## src/rtl/time_tick_ctrl.sv

```systemverilog
// time_tick_ctrl: run/pause/clear controller and prescaler feeding the 8-bit
// time counter. Buttons are synchronized and edge-detected into one-cycle
// events. While running, one Inc pulse is issued every DIV cycles until the
// fed-back counter value reaches LIMIT.
// Optional feature macro: TTC_AUTO_CLEAR_EN (go in DONE clears and restarts).
module time_tick_ctrl #(
    parameter int unsigned DIV   = 100000000,
    parameter int unsigned PW    = 27,
    parameter logic [7:0]  LIMIT = 8'hFF
) (
    input  logic       clk,
    input  logic       rst_n,
    input  logic       btn_go,
    input  logic       btn_stop,
    input  logic       btn_clr,
    input  logic [7:0] time_q,
    output logic       Inc,
    output logic       R,
    output logic       running,
    output logic       done
);

    typedef enum logic [1:0] {
        ST_IDLE  = 2'd0,
        ST_RUN   = 2'd1,
        ST_PAUSE = 2'd2,
        ST_DONE  = 2'd3
    } state_t;

    localparam logic [PW-1:0] PCNT_ZERO = {PW{1'b0}};
    localparam logic [PW-1:0] PCNT_ONE  = PW'(32'd1);
    localparam logic [PW-1:0] PCNT_LAST = PW'(DIV - 32'd1);

    // Bit order in the button vectors: [2]=clr, [1]=stop, [0]=go
    logic [2:0]    btn_s;
    logic [2:0]    sync1_q;
    logic [2:0]    sync2_q;
    logic [2:0]    sync3_q;
    logic [2:0]    evt_q;
    logic          go_evt_s;
    logic          stop_evt_s;
    logic          clr_evt_s;
    logic          tick_s;
    logic          at_limit_s;

    state_t        state_q;
    state_t        state_d;
    logic [PW-1:0] pcnt_q;
    logic [PW-1:0] pcnt_d;
    logic          inc_q;
    logic          inc_d;
    logic          r_q;
    logic          r_d;
    logic          running_q;
    logic          done_q;

    assign btn_s      = {btn_clr, btn_stop, btn_go};
    assign go_evt_s   = evt_q[0];
    assign stop_evt_s = evt_q[1];
    assign clr_evt_s  = evt_q[2];
    assign tick_s     = (pcnt_q == PCNT_LAST);
    // While R is out the counter still shows its old value for one edge,
    // so the limit is not trusted in that cycle (matters for auto-clear).
    assign at_limit_s = (time_q == LIMIT) && !r_q;

    // Two-flop synchronizers, edge-history flop and registered rising-edge events
    always_ff @(posedge clk or negedge rst_n) begin
        if (!rst_n) begin
            sync1_q <= 3'b000;
            sync2_q <= 3'b000;
            sync3_q <= 3'b000;
            evt_q   <= 3'b000;
        end else begin
            sync1_q <= btn_s;
            sync2_q <= sync1_q;
            sync3_q <= sync2_q;
            evt_q   <= sync2_q & ~sync3_q;
        end
    end

    // Next-state, prescaler and pulse decode; clear overrides everything
    always_comb begin
        state_d = state_q;
        pcnt_d  = pcnt_q;
        inc_d   = 1'b0;
        r_d     = 1'b0;
        if (clr_evt_s) begin
            state_d = ST_IDLE;
            pcnt_d  = PCNT_ZERO;
            r_d     = 1'b1;
        end else begin
            case (state_q)
                ST_IDLE: begin
                    pcnt_d = PCNT_ZERO;
                    if (go_evt_s) begin
                        state_d = ST_RUN;
                    end else begin
                        state_d = ST_IDLE;
                    end
                end
                ST_RUN: begin
                    if (stop_evt_s) begin
                        // Pause freezes the prescaler and swallows a coincident tick
                        state_d = ST_PAUSE;
                        pcnt_d  = pcnt_q;
                    end else if (at_limit_s) begin
                        state_d = ST_DONE;
                        pcnt_d  = PCNT_ZERO;
                    end else if (tick_s) begin
                        pcnt_d = PCNT_ZERO;
                        inc_d  = 1'b1;
                    end else begin
                        pcnt_d = pcnt_q + PCNT_ONE;
                    end
                end
                ST_PAUSE: begin
                    if (go_evt_s) begin
                        state_d = ST_RUN;
                    end else begin
                        state_d = ST_PAUSE;
                    end
                end
                ST_DONE: begin
                    pcnt_d = PCNT_ZERO;
`ifdef TTC_AUTO_CLEAR_EN
                    if (go_evt_s) begin
                        state_d = ST_RUN;
                        r_d     = 1'b1;
                    end else begin
                        state_d = ST_DONE;
                    end
`else
                    state_d = ST_DONE;
`endif
                end
                default: begin
                    state_d = ST_IDLE;
                    pcnt_d  = PCNT_ZERO;
                end
            endcase
        end
    end

    // State, prescaler and registered outputs
    always_ff @(posedge clk or negedge rst_n) begin
        if (!rst_n) begin
            state_q   <= ST_IDLE;
            pcnt_q    <= PCNT_ZERO;
            inc_q     <= 1'b0;
            r_q       <= 1'b0;
            running_q <= 1'b0;
            done_q    <= 1'b0;
        end else begin
            state_q   <= state_d;
            pcnt_q    <= pcnt_d;
            inc_q     <= inc_d;
            r_q       <= r_d;
            running_q <= (state_d == ST_RUN);
            done_q    <= (state_d == ST_DONE);
        end
    end

    assign Inc     = inc_q;
    assign R       = r_q;
    assign running = running_q;
    assign done    = done_q;

endmodule

```

## config.mk

```make
export PLATFORM = sky130hd
export DESIGN_NAME = time_tick_ctrl
export DESIGN_NICKNAME = d
export VERILOG_FILES = /design/src/rtl/time_tick_ctrl.sv
export SDC_FILE = /design/constraint.sdc
export NUM_CORES = 1
export LEC_CHECK = 0
export BUFFER_PORTS_ARGS = -buffer_cell sky130_fd_sc_hd__buf_4
export CELL_PAD_IN_SITES_DETAIL_PLACEMENT = 0
export CELL_PAD_IN_SITES_GLOBAL_PLACEMENT = 1
export CORE_MARGIN = 3
export CORE_UTILIZATION = 42
export CTS_CLUSTER_DIAMETER = 200
export DETAILED_ROUTE_END_ITERATION = 10
export GPL_TIMING_DRIVEN = 0
export PLACE_DENSITY = 0.72
export SKIP_CTS_REPAIR_TIMING = 1
export SYNTH_ARGS = -nofsm -noshare
export SYNTH_HDL_FRONTEND = slang
export SYNTH_SLANG_ARGS = --single-unit
export TNS_END_PERCENT = 10
```

## constraint.sdc

```tcl
create_clock -name clk -period 2.1 [get_ports clk]
set_input_delay 0.21 -clock clk [delete_from_list [all_inputs] [get_ports clk]]
set_output_delay 0.21 -clock clk [all_outputs]
set_load 0.02 [all_outputs]
```

Word-level counts from Yosys, hierarchy flattened. Index checks and enable logic that the tools add are counted.

Flip-flop bits (word level): 45. Input port bits: 13. Logic and storage cells: 44.

Add/sub/neg operators: 1. Equality and inequality tests: 8. Multiplexer cells: 17. Bitwise logic cells: 2. Reduce and logical (&&, ||, !) cells: 6.

Operator list (count): $mux W27 (4); $pmux W27 S2 (1); $add A27 B1 Y27 const B (1); $eq A27 B27 Y1 const B (1); $eq A8 B8 Y1 const B (1); $mux W2 (4); $pmux W2 S4 (1); $mux W1 (7); $eq A2 B2 Y1 const B (3); $eq A2 B1 Y1 const B (2); $and A3 B3 Y3 (1); $ne A3 B3 Y1 const B (1); $not A3 Y3 (1); $reduce_bool A3 Y1 (1); $logic_not A2 Y1 (1); $reduce_and A2 Y1 (1); $reduce_or A2 Y1 (1); $logic_and A1 B1 Y1 (1); $logic_not A1 Y1 (1).

Logic depth before layout (Yosys ltp). Gate-level depths: netlist of the first run.

Word-level depth: 7. Depth in mapped cells: 8. Mapped depth without buffers: 7.

Least setup slack after synthesis of the first run. OpenSTA, ideal clock, no wires.

Path type: reg2reg. Start point: register pcnt_q[17]. End point: register pcnt_q[20]. Setup time: 0.138 ns. Arrival time: 1.831 ns. Slack: 0.130 ns. Stages on the path, launching flop included: 8. Path buffers: 2. Clock period less this slack: 1.970 ns. Cells stage by stage: dfrtp_1 -> buf_6 -> or4b_4 -> nor4_4 -> a21oi_2 -> buf_2 -> a41oi_1 -> a31oi_1.

Word-level cells in the longest chain between the ends: 6.

RTL lines: start: declaration (line 48) `logic [PW-1:0] pcnt_q;`; start signal: assignment (line 155) `pcnt_q <= pcnt_d;`; $add A27 B1 Y27 or $eq A27 B27 Y1 (tied branches) (line 113, 61); $mux W27 (*) (line 109) `end else if (tick_s) begin`; $mux W27 (*) (line 106) `end else if (at_limit_s) begin`; $mux W27 (*) (line 102) `if (stop_evt_s) begin`; $pmux W27 S2 (*) (line 92) `case (state_q)`; $mux W27 (*) (line 87) `if (clr_evt_s) begin`.

Every way passes the cells marked *; elsewhere a longest branch is shown, timed or not. The select of a mux whose other input is x is not followed. A chain may end at the register's enable or synchronous reset.

Worst setup path in the final report of the first run.
Start point: register pcnt_q[11]. End point: register pcnt_q[24].

The elaborated chain is that of the path after synthesis.

==> reports/qor.csv, run 1 <==
metric;value;unit
H-tree depth;2;
hpwl dp;3290;um
layout cells sized above 1;0.192;
WL per Instance;14.7;um
Final Skew;0.00273;ns
Crit Path Max Fanout;4;
RSZ-0062 raised after global routing;yes;
Via density;5.52;
Pwr Density;632;nW/um^2
synthesized flop and latch total;45;
synth top area cells;dfrtp_1 52%, nor2_1 4.5%, a31oi_1 3.8%, nand2_1 2.9%, ha_1 2.9%;
CTS root buffer;clkbuf_8;
Gate power share;0.065;
Clock power frac;0.394;
core region area;4850;um^2
clk buf depth;2;
placed insts;300;
drc violations;0;
detailed-route wire length;4650;um
port bufs;16;
area share of the largest cell type after synthesis;0.520;
die width;77.8;um
commonest non-fill, non-tap cells in the layout;45 x dfrtp_1, 25 x nor2_1, 24 x buf_4;
maximum vdd ir drop;0.463;mV
CP delay by family, top;simple AND/OR/NAND/NOR gates;
slowest CP cell;or4_4;
Worst EP arrival;2.30;ns
crit path launch type;flop;
Total GRT Usage;0.164;
initial antenna violation count;0;
Die ar.;6050;um^2
outcome;finished with violations;
Post-synth EDFFs;0;
final setup fails;1;
Yosys cell types;40;
Antenna Cells;0;
ANT nets after route;0;
P_sw;0.000363;W
register area share after synthesis;0.520;
Initial DRT Pass Iterations;4;
Achievable Freq;473;MHz
Cell Int Power;0.00128;W
Crit path buffers/inverters;1;
final worst path period need;2.11;ns
syn_nets;235;
failing checks;negative setup slack;
final core utilization;0.536;
Worst setup EP type;flop;
vias in the first global route;1709;
Max stage delay on crit path;0.56;ns
worst-path cell chain;or4_4 > nor4_4 > a21oi_2 > buf_4 > and3_4 > a211o_1;
Worst-Margin Slew;0.554;ns
Setup Crit Path Kind;flop to flop;
fin crit share;1.01;
drt initial violations;104;
async set or reset register ratio after synthesis;1.00;
Layout Nets;267;
worst hold slack;0.361;ns
Ports;17;
critical path required time;2.28;ns
Switching Fraction;0.221;
total of warnings raised by yosys;0;
Yosys top cell by area;dfrtp_1;
Cell Rows;25;
Hold Violations, Final;0;
Final TNS setup;-0.0145;ns
first-pass GRT wire length;7910;um
Skew-Pair Late Insertion Delay;0.29;ns
remaining global-route overflow;0;
vias after detailed routing;1751;
most common cell after layout, fill and taps aside;dfrtp_1;
die height;77.8;um
relative slew slack;0.631;
predominant post-synthesis flop cell;dfrtp_1;
Mapped Area;2170;um^2
routability cong.;0.831;
Non-Filler Instances;317;
Pins Over Slew Limit;0;
Initial Util;0.447;
TritonCTS Buffers;5;
# clock sinks;45;
Syn Area/Cell;9.98;um^2
Final Worst Setup Slack;-0.0145;ns
Flop pwr share;0.541;
CTS clk-pin slew, worst paths;0.08;ns
Syn Inst Count;217;
Tightest Hold Check Type;flop to flop;
Area growth, synth to finish;20.0;%
Leakage Power;1.08;nW
area post-placement;2370;um^2
pin count of the biggest net entering global routing;46;
fin area;2600;um^2
CTS tree;yes;
Max-cap violations;0;
-- routing by layer --
metal | share of wire | track usage | up-vias | wire (um)
met4 | 0.019 | 0.0605 | 0 | 88
met2 | 0.48 | 0.258 | 38 | 2250
met1 | 0.46 | 0.221 | 853 | 2130
li1 | - | - | 850 | -
met3 | 0.039 | 0.0360 | 10 | 180
met5 | 0 | 0 | - | 0
-- synth_stat cells, types with 2 or more instances --
library cell / n
a21oi_1: 7
a31oi_1: 13
a41oi_1: 6
and3_1: 6
buf_2: 2
clkbuf_1: 3
dfrtp_1: 45
ha_1: 5
inv_1: 9
nand2_1: 17
nand3_1: 12
nand4_1: 7
nand4b_1: 2
nor2_1: 26
nor2b_1: 4
nor3_1: 10
nor3b_1: 2
nor4_1: 2
o21ai_0: 5
o311ai_0: 2
o31ai_1: 3
xnor2_1: 7
xor2_1: 5
-- power by group through the flow --
stage	Clock [W]	Combinational, W	Sequential, W
floorplan	0	0.0000460	0.000907
global placement	0	0.0000963	0.000905
detailed placement	0	0.0000991	0.000906
CTS	0.000672	0.0000993	0.000889
global route	0.000710	0.000121	0.000891
finish	0.000647	0.000107	0.000889
-- kinds of logic after synthesis --
logic type	after synthesis	share of synthesized area
xor gates and xnor gates	12	0.0485
buffers and inverters	16	0.0341
DFF	45	0.520
AOI/OAI and AO/OA	42	0.132
muxes	2	0.00982
and+or+nand+nor	95	0.226
adders and majority gates	5	0.0289
-- final timing paths --
path | from | endpoint | slack, ns | depth (start not counted)
max reg2reg | pcnt_q[11]$_DFFE_PN0P_ | pcnt_q[24]$_DFFE_PN0P_ | -0.01 | 6
max | pcnt_q[11]$_DFFE_PN0P_ | pcnt_q[24]$_DFFE_PN0P_ | -0.01 | 6
min | sync1_q[0]$_DFF_PN0_ | sync2_q[0]$_DFF_PN0_ | 0.36 | 0
min reg2reg | sync1_q[0]$_DFF_PN0_ | sync2_q[0]$_DFF_PN0_ | 0.36 | 0
max in group asynchronous | rst_n | pcnt_q[11]$_DFFE_PN0P_ | 1.27 | 2
min in group asynchronous | rst_n | running$_DFF_PN0_ | 0.45 | 2
-- state kept, by name (all words and copies together) (netlist names) --
signal / count
done: 1
sync3_q: 3
state_q: 2
sync1_q: 3
Inc: 1
R: 1
evt_q: 3
running: 1
pcnt_q: 27
sync2_q: 3
-- area by class of cell --
class                           instances  area, um^2
Inverter                                9        33.8
Tap cell                               67        83.8
Buffer                                  6        42.5
Sequential cell                        45        1130
Multi-Input combinational cell        156         995
Clock inverter                          3        43.8
Timing Repair Buffer                   26         205
Clock buffer                            5        68.8
Fill cell                             425        2250
-- worst reg2reg max path, stage by stage, from the launching register on --
cell and delay [ns]:
dfrtp_1 0.41, or4_4 0.56, nor4_4 0.32, a21oi_2 0.13, buf_4 0.18, and3_4 0.16, a211o_1 0.25
-- per-stage QoR --
step	setup slack (ns)	power, W
4_1_cts	-0.101	0.00166
5_1_grt	-0.107	0.00172
6_report	-0.0145	0.00164
3_5_place_dp	-0.0827	0.00101
3_3_place_gp	-0.0782	0.00100
2_1_floorplan	0.130	0.000953
No activity file was read; power rests on OpenSTA's default activity.
==> inputs of run 2 (changes only) <==
--- a/config.mk
+++ b/config.mk
@@ -5,14 +5,16 @@
 export SDC_FILE = /design/constraint.sdc
 export NUM_CORES = 1
 export LEC_CHECK = 0
+export ABC_AREA = 1
 export BUFFER_PORTS_ARGS = -buffer_cell sky130_fd_sc_hd__buf_4
 export CELL_PAD_IN_SITES_DETAIL_PLACEMENT = 0
 export CELL_PAD_IN_SITES_GLOBAL_PLACEMENT = 1
 export CORE_MARGIN = 3
-export CORE_UTILIZATION = 42
+export CORE_UTILIZATION = 40
 export CTS_CLUSTER_DIAMETER = 200
 export DETAILED_ROUTE_END_ITERATION = 10
 export GPL_TIMING_DRIVEN = 0
+export MAX_ROUTING_LAYER = met4
 export PLACE_DENSITY = 0.72
 export SKIP_CTS_REPAIR_TIMING = 1
 export SYNTH_ARGS = -nofsm -noshare
==> run 2 against run 1 <==
Fmax up 13%. Highest routed layer unchanged. The run now ends clean. Sequential power is essentially flat. Largest power group unchanged. Final cell count grew 29%.
==> reports/qor.csv, run 2 <==
metric;value;unit;change
syn_nets;326;;+39%
Cell Rows;27;;+8.0%
port bufs;16;;unchanged
Initial Util;0.424;;-0.0231
Tightest Hold Check Type;flop to flop;;
final setup fails;0;;-1
cell depth of the worst setup path;9;;+3
critical path required time;2.29;ns;about the same
commonest non-fill, non-tap cells in the layout;95 x nand2_1, 54 x nor2_1, 45 x dfrtp_1;;
total of warnings raised by yosys;0;;unchanged
RSZ-0062 raised after global routing;no;;
remaining global-route overflow;0;;unchanged
Layout Nets;353;;+32%
predominant post-synthesis flop cell;dfrtp_1;;
area share of the largest cell type after synthesis;0.471;;-0.0487
fin crit share;0.890;;-0.117
Die ar.;6940;um^2;+15%
Pins Over Slew Limit;0;;unchanged
final core utilization;0.485;;-0.0507
CP dominant cell by count;nor2_1;;
vias in the first global route;1935;;+13%
CTS tree;yes;;
register area share after synthesis;0.471;;-0.0487
flip-flop count of the largest register after layout;27;;unchanged
Initial DRT Pass Iterations;4;;unchanged
drc violations;0;;unchanged
Post-synth EDFFs;0;;unchanged
CTS clk-pin slew, worst paths;0.10;ns;+0.02 ns
Worst EP arrival;2.06;ns;-0.24 ns
# clock sinks;45;;unchanged
initial antenna violation count;0;;unchanged
async set or reset register ratio after synthesis;1.00;;unchanged
Crit Path Max Fanout;10;;+6
reg2reg path depth;9;;+3
Max-cap violations;0;;unchanged
placed insts;396;;+32%
core region area;5640;um^2;+16%
Largest Register;pcnt_q;;
Final Skew;0.00921;ns;+0.00647 ns
WHS Path Cells;0;;unchanged
slowest CP cell;dfrtp_1;;
die width;83.3;um;+7.0%
pin count of the biggest net entering global routing;46;;unchanged
Achievable Freq;535;MHz;+13%
ANT nets after route;0;;unchanged
Setup Crit Path Kind;flop to flop;;
most frequent cells after synthesis;95 x nand2_1, 54 x nor2_1, 45 x dfrtp_1;;
drt initial violations;111;;+6.7%
Leakage Power;1.26;nW;+17%
final worst path period need;1.87;ns;-0.245 ns
Ports;17;;unchanged
TritonCTS Buffers;5;;unchanged
filler cell count;585;;+38%
clk buf depth;2;;unchanged
Hold Violations, Final;0;;unchanged
synth top area cells;dfrtp_1 47%, nand2_1 15%, nor2_1 8.5%, nand3_1 5.4%, xor2_1 4.4%;;
Pwr Density;583;nW/um^2;-7.8%
Skew-Pair Late Insertion Delay;0.30;ns;about the same
outcome;completed;;
Syn Area/Cell;7.76;um^2;-22%
Syn Inst Count;308;;+42%
Via density;4.78;;-13%
Antenna Cells;0;;unchanged
first-pass GRT wire length;9110;um;+15%
vias after detailed routing;1950;;+11%
hpwl dp;3760;um;+14%
Multi-input gate area;1130;um^2;+13%
relative slew slack;0.608;;-0.0227
routability cong.;0.827;;-0.45%
die height;83.3;um;+7.0%
worst-path cell chain;inv_1 > ha_1 > nor2_1 > nor2_1 > o21ai_2 > buf_4 > nand2_1 > xor2_1 > nor2_1;;
H-tree depth;2;;unchanged
Yosys top cell by area;dfrtp_1;;
detailed-route wire length;5050;um;+8.7%
CP delay by family, top;flip-flops;;
Total GRT Usage;0.164;;about the same
Crit path buffers/inverters;2;;+1
top-count cell post-synth;nand2_1;;
CTS root buffer;clkbuf_8;;
Worst-Margin Slew;0.588;ns;+0.0341 ns
Worst setup EP type;flop;;
Yosys cell types;26;;-35%
maximum vdd ir drop;0.308;mV;-33%
Max stage delay on crit path;0.40;ns;-0.16 ns
crit path launch type;flop;;
Non-Filler Instances;408;;+29%
Mapped Area;2390;um^2;+10%
synthesized flop and latch total;45;;unchanged
Final TNS setup;0;ns;+0.0145 ns
most common cell after layout, fill and taps aside;nand2_1;;
WL per Instance;12.4;um;-16%
layout cells sized above 1;0.128;;-0.0640
total power;0.00160;W;-2.8%
Area growth, synth to finish;14.6;%;
Reg area;1130;um^2;unchanged
[run 2: cell count changes in the layout (fill, tap and decap cells not counted), sizes merged, moves of 5 or more]
cell,before,now
and3,6,1
nand3,12,26
nor3,10,2
a41oi,6,0
xnor2,7,1
a31oi,13,0
a21oi,8,3
nor2,27,65
xor2,5,12
inv,10,30
nand2,17,97
buf,26,20
[run 2: logic make-up (layout without fill, tap and decap cells)]
logic type,after synthesis,count (layout),synth area share
AO/OA/AOI/OAI,11,11,0.0288
XOR/XNOR,13,13,0.0476
adder cells (fa/ha/maj),5,5,0.0262
buffers and inverters,31,59,0.0571
flip-flops,45,45,0.471
AND/OR/NAND/NOR,203,203,0.369
[run 2: power breakdown]
group	internal, W	total [W]	switching [W]
combinational	0.0000465	0.000124	0.0000778
clock	0.000252	0.000584	0.000332
sequential	0.000881	0.000889	0.00000803
total	0.00118	0.00160	0.000418
[run 2: worst paths after layout]
kind	endpoint	from	slack, ns
worst min-delay path	sync2_q[2]$_DFF_PN0_	sync1_q[2]$_DFF_PN0_	0.36
worst max register to register	pcnt_q[6]$_DFFE_PN0P_	state_q[0]$_DFF_PN0_	0.23
worst max-delay path	pcnt_q[6]$_DFFE_PN0P_	state_q[0]$_DFF_PN0_	0.23
worst min register to register	sync2_q[2]$_DFF_PN0_	sync1_q[2]$_DFF_PN0_	0.36
min in group asynchronous	evt_q[0]$_DFF_PN0_	rst_n	0.45
max in group asynchronous	pcnt_q[10]$_DFFE_PN0P_	rst_n	1.25
[run 2: worst register-to-register path, stage by stage, from the launching register on]
cell and delay (ns):
dfrtp_1 0.40, inv_1 0.09, ha_1 0.36, nor2_1 0.11
nor2_1 0.05, o21ai_2 0.19, buf_4 0.28, nand2_1 0.08
xor2_1 0.14, nor2_1 0.06
[run 2: per-layer routing]
| layer | GRT usage | vias to the layer above | wire [um] |
|---|---|---|---|
| met4 | 0.0416 | 0 | 34 |
| li1 | - | 1029 | - |
| met2 | 0.251 | 32 | 2270 |
| met3 | 0.0357 | 2 | 236 |
| met1 | 0.220 | 887 | 2510 |
| met5 | - | - | 0 |
[run 2: stage by stage]
step / setup WS (ns) / instance area [um^2] / hold slack (ns)
after floorplan: 0.521 / 2390 / -0.0856
after global routing: 0.0482 / 2740 / 0.374
after CTS: 0.188 / 2700 / -0.0730
after global placement: 0.244 / 2600 / 0.256
after detailed placement: 0.222 / 2600 / 0.259
final: 0.230 / 2740 / 0.357
[run 2: layout make-up]
| cell class | instances | area share |
|---|---|---|
| buffer | 4 | 0.0128 |
| clock buffer | 5 | 0.0251 |
| clock inverter | 3 | 0.0105 |
| inverter | 27 | 0.0370 |
| multi-input combinational | 232 | 0.412 |
| sequential | 45 | 0.411 |
| tap | 72 | 0.0329 |
| timing repair buffer | 20 | 0.0585 |
==> inputs of run 3 (changes only) <==
--- a/config.mk
+++ b/config.mk
@@ -6,16 +6,17 @@
 export NUM_CORES = 1
 export LEC_CHECK = 0
 export ABC_AREA = 1
-export BUFFER_PORTS_ARGS = -buffer_cell sky130_fd_sc_hd__buf_4
+export BUFFER_PORTS_ARGS = -buffer_cell sky130_fd_sc_hd__buf_2
 export CELL_PAD_IN_SITES_DETAIL_PLACEMENT = 0
 export CELL_PAD_IN_SITES_GLOBAL_PLACEMENT = 1
-export CORE_MARGIN = 3
+export CORE_MARGIN = 1
 export CORE_UTILIZATION = 40
 export CTS_CLUSTER_DIAMETER = 200
 export DETAILED_ROUTE_END_ITERATION = 10
 export GPL_TIMING_DRIVEN = 0
 export MAX_ROUTING_LAYER = met4
 export PLACE_DENSITY = 0.72
+export SETUP_SLACK_MARGIN = 0.02
 export SKIP_CTS_REPAIR_TIMING = 1
 export SYNTH_ARGS = -nofsm -noshare
 export SYNTH_HDL_FRONTEND = slang
==> run 3 against run 2 <==
Non-clock buffer count stayed put. Hold slack got worse by 0.29 ns. Global-route usage grew 2.5 points. Setup slack got worse by 0.0080 ns. Highest routed layer unchanged.
==> reports/qor.csv, run 3 (synthesis results as in run 2) <==
metric;value;unit;change
# clock sinks;45;;unchanged
critical path required time;2.30;ns;about the same
H-tree depth;2;;unchanged
Total GRT Usage;0.189;;+0.0250
final worst path period need;1.88;ns;+0.00796 ns
WL per Instance;12.3;um;-0.63%
drc violations;0;;unchanged
vias in the first global route;1836;;-5.1%
Antenna Cells;0;;unchanged
vias after detailed routing;1925;;-1.3%
Final Skew;0.00806;ns;-0.00115 ns
most common cell after layout, fill and taps aside;nand2_1;;
Leakage Power;1.26;nW;about the same
Pins Over Slew Limit;0;;unchanged
core region area;5640;um^2;unchanged
Crit Path Max Fanout;10;;unchanged
filler cell count;572;;-2.2%
pin count of the biggest net entering global routing;46;;unchanged
Achievable Freq;533;MHz;-0.42%
crit path launch type;flop;;
Final TNS setup;0;ns;unchanged
Setup Crit Path Kind;flop to flop;;
Reg2Reg Launch Point;state_q[0]$_DFF_PN0_;;
clk buf depth;2;;unchanged
Skew-Pair Late Insertion Delay;0.31;ns;about the same
hpwl dp;3740;um;-0.74%
post-place setup slack;0.213;ns;-0.00928 ns
Die ar.;6290;um^2;-9.4%
Hold Violations, Final;0;;unchanged
TritonCTS Buffers;5;;unchanged
Tightest Hold Check Type;input pin to asynchronous set/reset pin;;
total power;0.00171;W;+6.9%
worst hold slack;0.0645;ns;-0.292 ns
Via density;4.72;;-1.3%
Area growth, synth to finish;13.7;%;
r2r endpoint;pcnt_q[7]$_DFFE_PN0P_;;
Worst setup EP type;flop;;
Initial Util;0.424;;unchanged
CTS clk-pin slew, worst paths;0.10;ns;about the same
layout cells sized above 1;0.131;;+0.00298
Worst Setup SP;state_q[0]$_DFF_PN0_;;
die height;79.3;um;-4.8%
CTS tree;yes;;
die width;79.3;um;-4.8%
Worst-Margin Slew;0.998;ns;+0.410 ns
final setup fails;0;;unchanged
drt initial violations;94;;-15%
Max-cap violations;0;;unchanged
remaining global-route overflow;0;;unchanged
Layout Nets;353;;unchanged
Initial DRT Pass Iterations;4;;unchanged
Final Worst Setup Slack;0.222;ns;-0.00796 ns
fin crit share;0.894;;+0.00379
RSZ-0062 raised after global routing;no;;
initial antenna violation count;0;;unchanged
relative slew slack;0.335;;-0.273
flip-flop count of the largest register after layout;27;;unchanged
reg2reg path depth;9;;unchanged
Ports;17;;unchanged
r2r setup slk;0.22;ns;about the same
first-pass GRT wire length;8720;um;-4.2%
Pwr Density;628;nW/um^2;+7.7%
final core utilization;0.481;;-0.00377
routability cong.;0.817;;-1.2%
detailed-route wire length;5020;um;-0.63%
Worst EP arrival;2.08;ns;+0.02 ns
ANT nets after route;0;;unchanged
Cell Rows;27;;unchanged
outcome;completed;;
Worst setup endpoint;pcnt_q[7]$_DFFE_PN0P_;;
commonest non-fill, non-tap cells in the layout;95 x nand2_1, 54 x nor2_1, 45 x dfrtp_1;;
CTS root buffer;clkbuf_8;;
port bufs;16;;unchanged
Largest Register;pcnt_q;;
maximum vdd ir drop;0.406;mV;+32%
## run 3: cell count changes in the layout (fill, tap and decap cells not counted), sizes merged
cell         delta
bufinv          +1
clkinv          +1
inv             -2
dlygate4sd3     -1
buf             +1
## run 3: layout make-up
cell class / count / area, um^2 / area share
inverters: 27 / 101 / 0.0373
clock inverters: 3 / 50.0 / 0.0184
flip-flops and latches: 45 / 1130 / 0.415
plain buffers: 4 / 35.0 / 0.0129
repair buffers: 20 / 118 / 0.0433
clock buffers: 5 / 68.8 / 0.0253
well taps: 72 / 90.1 / 0.0332
multi-input cells: 232 / 1130 / 0.415
## run 3: worst max-delay path, stage by stage, from the launching register on
cell and delay (ns):
dfrtp_1 0.40, inv_1 0.09, ha_1 0.36, nor2_1 0.11
nor2_1 0.05, o21ai_2 0.19, inv_2 0.19, nor2_8 0.17
buf_6 0.15, nor2_1 0.05
## run 3: worst min-delay path by stage
stage,startpoint,endpoint,slack (ns),cells past startpoint
after floorplan,rst_n,Inc$_DFF_PN0_,-0.09,0
after global placement,btn_go,sync1_q[0]$_DFF_PN0_,0.32,1
after detailed placement,btn_clr,sync1_q[2]$_DFF_PN0_,0.32,1
after CTS,btn_clr,sync1_q[2]$_DFF_PN0_,-0.006,1
after global routing,rst_n,running$_DFF_PN0_,0.15,1
final,rst_n,pcnt_q[10]$_DFFE_PN0P_,0.06,1
## run 3: per-layer routing
layer | GRT usage | part of all wire
met1 | 0.245 | 0.52
met2 | 0.292 | 0.44
met3 | 0.0425 | 0.030
met4 | 0.0600 | 0.011
met5 | - | 0
## run 3: where the power goes
| group | total, W | switching [W] | internal [W] |
|---|---|---|---|
| Sequential | 0.000889 | 0.00000771 | 0.000881 |
| Combinational | 0.000118 | 0.0000784 | 0.0000399 |
| Clock | 0.000699 | 0.000334 | 0.000365 |
## run 3: metrics by stage
stage	instances	instance area, um^2
after floorplan	308	2390
after global placement	396	2560
after detailed placement	396	2560
after CTS	404	2680
after global routing	408	2720
final	408	2720
